===== config.mk =====
export PLATFORM = sky130hd
export DESIGN_NAME = gray_ptr_fifo_flat
export DESIGN_NICKNAME = d
export VERILOG_FILES = /design/src/rtl/gray_ptr_fifo_pkg.sv /design/src/rtl/gray_ptr_fifo_if.sv /design/src/rtl/gray_ptr_fifo_ptr_sync.sv /design/src/rtl/gray_ptr_fifo.sv /design/src/flat_wrapper.sv
export SDC_FILE = /design/constraint.sdc
export NUM_CORES = 2
export LEC_CHECK = 0
export BUFFER_PORTS_ARGS = -buffer_cell sky130_fd_sc_hd__buf_2
export CORE_ASPECT_RATIO = 0.75
export CORE_MARGIN = 2
export CORE_UTILIZATION = 68
export DETAILED_ROUTE_END_ITERATION = 8
export HOLD_SLACK_MARGIN = 0.06
export PLACE_DENSITY = 0.84
export SKIP_LAST_GASP = 1
export SLEW_MARGIN = 20
export SYNTH_ARGS = -nofsm -noshare
export SYNTH_HDL_FRONTEND = slang
export SYNTH_SLANG_ARGS = --single-unit
export TNS_END_PERCENT = 20

===== constraint.sdc =====
create_clock -name i_clk -period 6.1 [get_ports i_clk]
set_input_delay 1.22 -clock i_clk [delete_from_list [all_inputs] [get_ports i_clk]]
set_output_delay 1.22 -clock i_clk [all_outputs]
set_load 0.005 [all_outputs]

===== src/rtl/gray_ptr_fifo_pkg.sv =====
// gray_ptr_fifo_pkg: shared constants and pointer helpers for the Gray-pointer FIFO
package gray_ptr_fifo_pkg;
  localparam int DEF_DEPTH = 512;
  localparam int DEF_WIDTH = 4;
  function automatic int clog2(input int v);
    int r = 0;
    while ((1 << r) < v) r++;
    return r;
  endfunction
  function automatic logic [31:0] bin2gray(input logic [31:0] b);
    return b ^ (b >> 1);
  endfunction
endpackage


===== src/rtl/gray_ptr_fifo_if.sv =====
// gray_ptr_fifo_if: producer/consumer handshake bundle for the FIFO
interface gray_ptr_fifo_if #(parameter int W = 4);
  logic i_wen;
  logic [W-1:0] i_wdata;
  logic o_full;
  logic i_ren;
  logic [W-1:0] o_rdata;
  logic o_rempty;
  modport master(output i_wen, i_wdata, i_ren, input o_full, o_rdata, o_rempty);
  modport slave(input i_wen, i_wdata, i_ren, output o_full, o_rdata, o_rempty);
endinterface


===== src/rtl/gray_ptr_fifo_ptr_sync.sv =====
// fifo_ptr_sync: two-flop pointer synchronizer with synchronous reset
module fifo_ptr_sync #(parameter int W = 10) (
  input  logic         clk,
  input  logic         rst,
  input  logic [W-1:0] d,
  output logic [W-1:0] q
);
  logic [W-1:0] q1;
  always_ff @(posedge clk)
    if (rst) {q, q1} <= '0;
    else {q, q1} <= {q1, d};
endmodule


===== src/rtl/gray_ptr_fifo.sv =====
// gray_ptr_fifo: single-clock FIFO on the dual-clock Gray-pointer architecture
module gray_ptr_fifo
  import gray_ptr_fifo_pkg::*;
#(
  parameter int FIFO_DEPTH = DEF_DEPTH,
  parameter int FIFO_WIDTH = DEF_WIDTH
) (
  input logic i_clk,
  input logic i_rst,
  gray_ptr_fifo_if.slave f
);
  localparam int AW = clog2(FIFO_DEPTH);
  localparam int PW = AW + 1;
  logic [FIFO_WIDTH-1:0] mem [FIFO_DEPTH];
  logic [PW-1:0] wbin, wgray, rbin, rgray, wq2, rq2, wbin_n, rbin_n;
  logic we, re;
  always_comb begin
    we = f.i_wen & ~f.o_full;
    re = f.i_ren & ~f.o_rempty;
    wbin_n = wbin + PW'(1);
    rbin_n = rbin + PW'(1);
  end
  assign f.o_rempty = rgray == wq2;
  assign f.o_full = wgray == {~rq2[AW:AW-1], rq2[AW-2:0]};
  always_ff @(posedge i_clk)
    if (i_rst) begin
      wbin <= '0;
      wgray <= '0;
    end else if (we) begin
      wbin <= wbin_n;
      wgray <= PW'(bin2gray(32'(wbin_n)));
    end
  always_ff @(posedge i_clk)
    if (i_rst) begin
      rbin <= '0;
      rgray <= '0;
      f.o_rdata <= '0;
    end else if (re) begin
      rbin <= rbin_n;
      rgray <= PW'(bin2gray(32'(rbin_n)));
      f.o_rdata <= mem[rbin[AW-1:0]];
    end
  always_ff @(posedge i_clk)
    if (we && !i_rst) mem[wbin[AW-1:0]] <= f.i_wdata;
  fifo_ptr_sync #(.W(PW)) u_w2r (.clk(i_clk), .rst(i_rst), .d(wgray), .q(wq2));
  fifo_ptr_sync #(.W(PW)) u_r2w (.clk(i_clk), .rst(i_rst), .d(rgray), .q(rq2));
endmodule


===== src/flat_wrapper.sv =====
// flat-port wrapper written by rule: the top's interface ports become plain ports
module gray_ptr_fifo_flat import gray_ptr_fifo_pkg::*;
#(
  parameter int FIFO_DEPTH = DEF_DEPTH,
  parameter int FIFO_WIDTH = DEF_WIDTH
)
  (i_clk, i_rst, f_i_wen, f_i_wdata, f_i_ren, f_o_full, f_o_rdata, f_o_rempty);
  gray_ptr_fifo_if #(.W((4))) f_i ();
  input logic i_clk;
  input logic i_rst;
  input wire logic [$bits(f_i.i_wen)-1:0] f_i_wen;
  input wire logic [$bits(f_i.i_wdata)-1:0] f_i_wdata;
  input wire logic [$bits(f_i.i_ren)-1:0] f_i_ren;
  output wire logic [$bits(f_i.o_full)-1:0] f_o_full;
  output wire logic [$bits(f_i.o_rdata)-1:0] f_o_rdata;
  output wire logic [$bits(f_i.o_rempty)-1:0] f_o_rempty;
  assign f_i.i_wen = f_i_wen;
  assign f_i.i_wdata = f_i_wdata;
  assign f_i.i_ren = f_i_ren;
  assign f_o_full = f_i.o_full;
  assign f_o_rdata = f_i.o_rdata;
  assign f_o_rempty = f_i.o_rempty;
  gray_ptr_fifo #(.FIFO_DEPTH(FIFO_DEPTH), .FIFO_WIDTH(FIFO_WIDTH)) u_core (.i_clk(i_clk), .i_rst(i_rst), .f(f_i));
endmodule

### Word level (Yosys, flattened, before mapping)

Memory sizes are Yosys's and may differ from the RTL's. A register that Yosys moved wholly into a read port is not among the register bits.
Index checks and enable logic that the tools add are counted.

| operators by class | value |
|---|---|
| add/subtract/negate cells | 2 |
| eq/ne operators | 2 |
| mux-type cells | 2 |
| bitwise operators | 7 |
| reduce and logical (&&, ||, !) cells | 2 |

Operator list:

| operator | number |
|---|---|
| adder 10 x 1 -> 10 bit (second input constant) | 2 |
| == test 10 bit | 2 |
| bitwise XOR 10 x 9 -> 10 bit | 2 |
| AND 1 bit | 2 |
| 2-to-1 mux 1 bit | 2 |
| NOT 1 bit | 2 |
| NOT 2 bit | 1 |
| logical AND 1 bit | 1 |
| logical NOT 1 bit | 1 |

| word-level totals | value |
|---|---|
| flip-flop bits (word level) | 80 |
| memory bits (writable) | 2,048 |
| input port bits | 8 |
| output and inout bits | 6 |
| word-level logic and storage cells | 24 |
| memories | 1 |

Memory list:

| name | words | width | read ports | clocked after memory_dff | wr ports | line | text |
|---|---|---|---|---|---|---|---|
| u_core.mem | 512 | 4 | 1 | 1 | 1 | gray_ptr_fifo.sv:14 | `logic [FIFO_WIDTH-1:0] mem [FIFO_DEPTH];` |

### Depth between registers and ports, before layout

| depth | value |
|---|---|
| depth after elaboration | 7 |
| gate-level depth with buffers | 13 |
| depth with buffers taken out | 8 |

### By module

Synthesis repeated with hierarchy kept, for this count alone.

| second synthesis, totals | value |
|---|---|
| cell total of the unflattened synthesis | 4,378 |
| area, all modules | 84,728.8 um2 |

Modules (own cells, without submodules):

| module | times used | cells an instance | area an instance (um2) | seq. area each (um2) |
|---|---|---|---|---|
| gray_ptr_fifo | 1 | 4,294 | 83,492.6 | 62,339.8 |
| fifo_ptr_sync | 2 | 42 | 618.1 | 400.4 |

### Worst setup path after synthesis

OpenSTA, ideal clock, no wires.

| path | value |
|---|---|
| path type | input to register |
| start point | input f_i_wen |
| end point | memory u_core.mem[376][0] (netlist name) (enable) |
| setup time | 329 ps |
| data arrival time | 2,673 ps |
| path slack | 3,098 ps |
| stages on the path | 6 |
| path through | nand2_1 > clkbuf_1 > nor3_1 > nand2_1 > clkbuf_1 > nor2_1 |

| between the ends | value |
|---|---|
| longest elaborated chain between the ends | 4 |

Ends and longest elaborated chain:

| what | line | text |
|---|---|---|
| start: declaration | flat_wrapper.sv:11 | `input wire logic [$bits(f_i.i_wen)-1:0] f_i_wen;` |
| AND 1 bit | gray_ptr_fifo.sv:18 | `we = f.i_wen & ~f.o_full;` |
| logical AND 1 bit | gray_ptr_fifo.sv:44 | `if (we && !i_rst) mem[wbin[AW-1:0]] <= f.i_wdata;` |
| 2-to-1 mux 1 bit | gray_ptr_fifo.sv:44 |  |
| 2-to-1 mux 1 bit (implied by the code) | gray_ptr_fifo.sv:44 |  |
| end: declaration | gray_ptr_fifo.sv:14 |  |

Every way passes these cells.

==> results.sh <==
export IMPL_max_cap_viol_count=0
export IMPL_synth_edff_count=2048
export IMPL_routed_wire_length_per_instance_um=36.0
export IMPL_placementRows=111
export IMPL_yosys_warnings=0
export IMPL_die_height_um=309
export IMPL_first_pass_iters=9
export IMPL_drtIter0Drc=8780
export IMPL_fin_crit_sh_pct=77.5
export IMPL_finish_utilization_pct=75.1
export IMPL_worstRegToRegCells=8
export IMPL_port_buffer_count=13
export IMPL_flow_area_growth_from_synthesis_pct=9.22
export IMPL_tritoncts="built"
export IMPL_routed_wire_length_mm=223
export IMPL_global_route_wire_length_before_repair_mm=321
export IMPL_gpl_final_weighted_congestion=0.891
export IMPL_cp_start_kind="register"
export IMPL_synth_seq_cells=2130
export IMPL_synth_cell_area_um2=84300
export IMPL_cts_sink_count=2130
export IMPL_cpPeakStageDelay_ns=1.00
export IMPL_final_cell_area_um2=92000
export IMPL_mean_syn_cell_area_um2=19.2
export IMPL_synth_nets=4412
export IMPL_ff2ff_setup_slack_ns=1.37
export IMPL_synth_cell_types=74
export IMPL_rsz0062_at_grt="no"
export IMPL_clockBufferDepth=3
export IMPL_setup_worst_path_start="u_core.rbin[3]"
export IMPL_grt_util_met3_pct=12.4
export IMPL_timing_critical_path_fanout_max=46
export IMPL_pin_count=14
export IMPL_end_kind="register"
export IMPL_synth_cells=4399
export IMPL_p_leak_nw=27.8
export IMPL_setup_tns_ns=0
export IMPL_timing_max_transition_violations_final=0
export IMPL_num_nets_final=4407
export IMPL_grt_busiest_layer="met2"
export IMPL_seq_area_frac_synth_pct=74.9
export IMPL_yosys_most_used_dff="edfxtp_1"
export IMPL_max_fclk_mhz=211
export IMPL_ys_async_sr_fraction_pct=0
export IMPL_timing_critical_path_required_ns=6.87
export IMPL_cts_hold_fix_buffers=0
export IMPL_place_hpwl_mm=124
export IMPL_timing_worst_slew_pin_value_ns=1.30
export IMPL_antenna_found_initial=6
export IMPL_post_cts_setup_buffer_count=0
export IMPL_cts_clk_slew_worst_paths_ns=0.07
export IMPL_viasPerCell=7.49
export IMPL_final_setup_skew_ns=0.0370
export IMPL_core_area_um2=123000
export IMPL_min_path_type="register to register"
export IMPL_hold_ws_ns=0.440
export IMPL_regToRegStartpoint="u_core.rbin[3]"
export IMPL_critical_path_slowest_cell="nor2b_4"
export IMPL_timing_final_setup_violations=0
export IMPL_grt_overflow_total=0
export IMPL_die_w_um=410
export IMPL_route_vias_total=46356
export IMPL_globalRouteTotalUtil_pct=35.6
export IMPL_initial_core_util_pct=68.7
export IMPL_crit_type="register to register"
export IMPL_clock_insertion_delay_at_the_later_pin_of_the_skew_report_ns=0.82
export IMPL_antenna_violating_nets_post_route=0
export IMPL_critical_path_top_delay_family="compound AO/OA/AOI/OAI gates"
export IMPL_worst_r2r_endpoint="u_core.f.o_rdata[0]"
export IMPL_dpl_cell_area_um2=85700
export IMPL_outcome="finished clean"
export IMPL_slew_limit_headroom_pct=12.8
export IMPL_cts_root_buffer="clkbuf_16"
export IMPL_finalHoldViolations=0
export IMPL_critical_path_cell_count=8
export IMPL_grt_start_max_net_pins=189
export IMPL_cts_repair_resize_count=0
export IMPL_met1_track_demand_over_resource_in_global_routing_pct=49.9
export IMPL_first_global_vias=45462
export IMPL_post_layout_total_power_w=0.0341
export IMPL_endpoint="u_core.f.o_rdata[0]"
export IMPL_path_cells="nor2b_4, buf_4, a22oi_1, and3_1, a2111oi_0, a31oi_1, a2111oi_1, a211o_1"
export IMPL_worst_ir_drop_vdd_mv=0.356
export IMPL_worst_hold_startpoint="u_core.u_r2w.q1[9]"
export IMPL_finalCriticalPeriod_ns=4.73
export IMPL_die_area_um2=127000
export IMPL_arrival_ns=5.50
export IMPL_grt_use_met2_pct=52.4
export IMPL_power_per_cell_area_nw_per_um2=370
export IMPL_cts_buffers_inserted=183
export IMPL_drc=0
export IMPL_layout_drive_gt1_share_pct=19.9
export IMPL_htree_levels=4
export IMPL_critical_path_n_buffers_inverters=1
-- synthesized netlist by cell type, types with 45 or more instances --
library cell	number	share of area, %
buf_2	47	0.28
a21oi_1	76	0.45
dfxtp_1	82	1.9
mux4_2	467	12
a22oi_1	89	0.79
mux2i_1	130	1.5
nor2b_1	52	0.39
o22ai_1	45	0.33
edfxtp_1	2048	73
clkbuf_1	141	0.63
nand2_1	125	0.56
nor2_1	584	2.6
-- metrics by stage --
step,std cells,setup slack [ns]
after detailed placement,5846,1.84
after global placement,5846,1.82
final,6190,1.37
after CTS,6185,1.59
after floorplan,4399,3.10
after global routing,6186,1.49
-- power breakdown --
part / leakage (nW) / total, W / internal [W] / switching [W]
registers: 19.1 / 0.0163 / 0.0161 / 0.000212
logic: 5.63 / 0.00539 / 0.00251 / 0.00288
clock network: 3.09 / 0.0124 / 0.00704 / 0.00536
total: 27.8 / 0.0341 / 0.0256 / 0.00845
-- cells by family (layout without fill, tap and decap cells) --
family                   count (synthesis)  in the layout  share of synthesized area (%)
AO/OA/AOI/OAI                          392            392                           3.25
other                                    0              4                              0
flip-flops                            2130           2130                           74.9
adder cells (fa/ha/maj)                  5              5                         0.0742
XOR/XNOR                                67             67                          0.696
multiplexers                           615            615                           14.4
AND/OR/NAND/NOR                        885            885                           4.46
buffers and inverters                  305            454                           2.16
-- cell type report --
type | count | area (um2)
tap | 1638 | 2050
timing repair buffer | 103 | 1010
clock inverter | 119 | 1410
antenna | 4 | 10.0
clock buffer | 220 | 4890
multi-input combinational | 1964 | 19500
fill | 6084 | 30600
inverter | 12 | 45.0
sequential | 2130 | 63200
-- cells in the final DEF, fill, tap and decap left out, types with 17 or more instances in the layout --
cell          n
a21oi_1      76
a22oi_1      89
a31oi_1      17
buf_12       18
buf_4        72
bufinv_16    31
clkbuf_1     28
clkbuf_16   190
clkinv_1     35
clkinv_2     38
dfxtp_1      77
edfxtp_1   2048
mux2i_1     130
mux4_2      467
nand2_1     113
nor2_1      583
nor2b_1      49
nor3_1       23
o221ai_1     25
o22ai_1      45
xnor2_1      39
xor2_1       28
-- per-layer routing --
layer  vias to the layer above  share of wire (%)
met2                      4485                 45
met4                         4                4.5
met1                     23477                 34
met5                         -              0.018
met3                       699                 16
li1                      17691                  -
-- how the worst min path moves through the flow --
stage | end | depth (start not counted)
global placement | u_core.u_r2w.q[6] | 1
detailed placement | u_core.u_w2r.q[2] | 1
CTS | u_core.u_w2r.q[7] | 1
global route | u_core.u_w2r.q[1] | 1
finish | u_core.u_r2w.q[9] | 1
floorplan | u_core.u_r2w.q[0] | 1
-- sequential cells by signal, summed over array words and instances (netlist names) --
register	flops
u_core.mem	2048
u_core.rgray	10
u_core.u_r2w.q1	10
u_core.u_r2w.q	10
u_core.u_w2r.q1	10
u_core.u_w2r.q	10
u_core.wgray	10
u_core.rbin	9
u_core.wbin	9
u_core.f.o_rdata	4
Note: power is estimated with default switching activity, not from simulation.
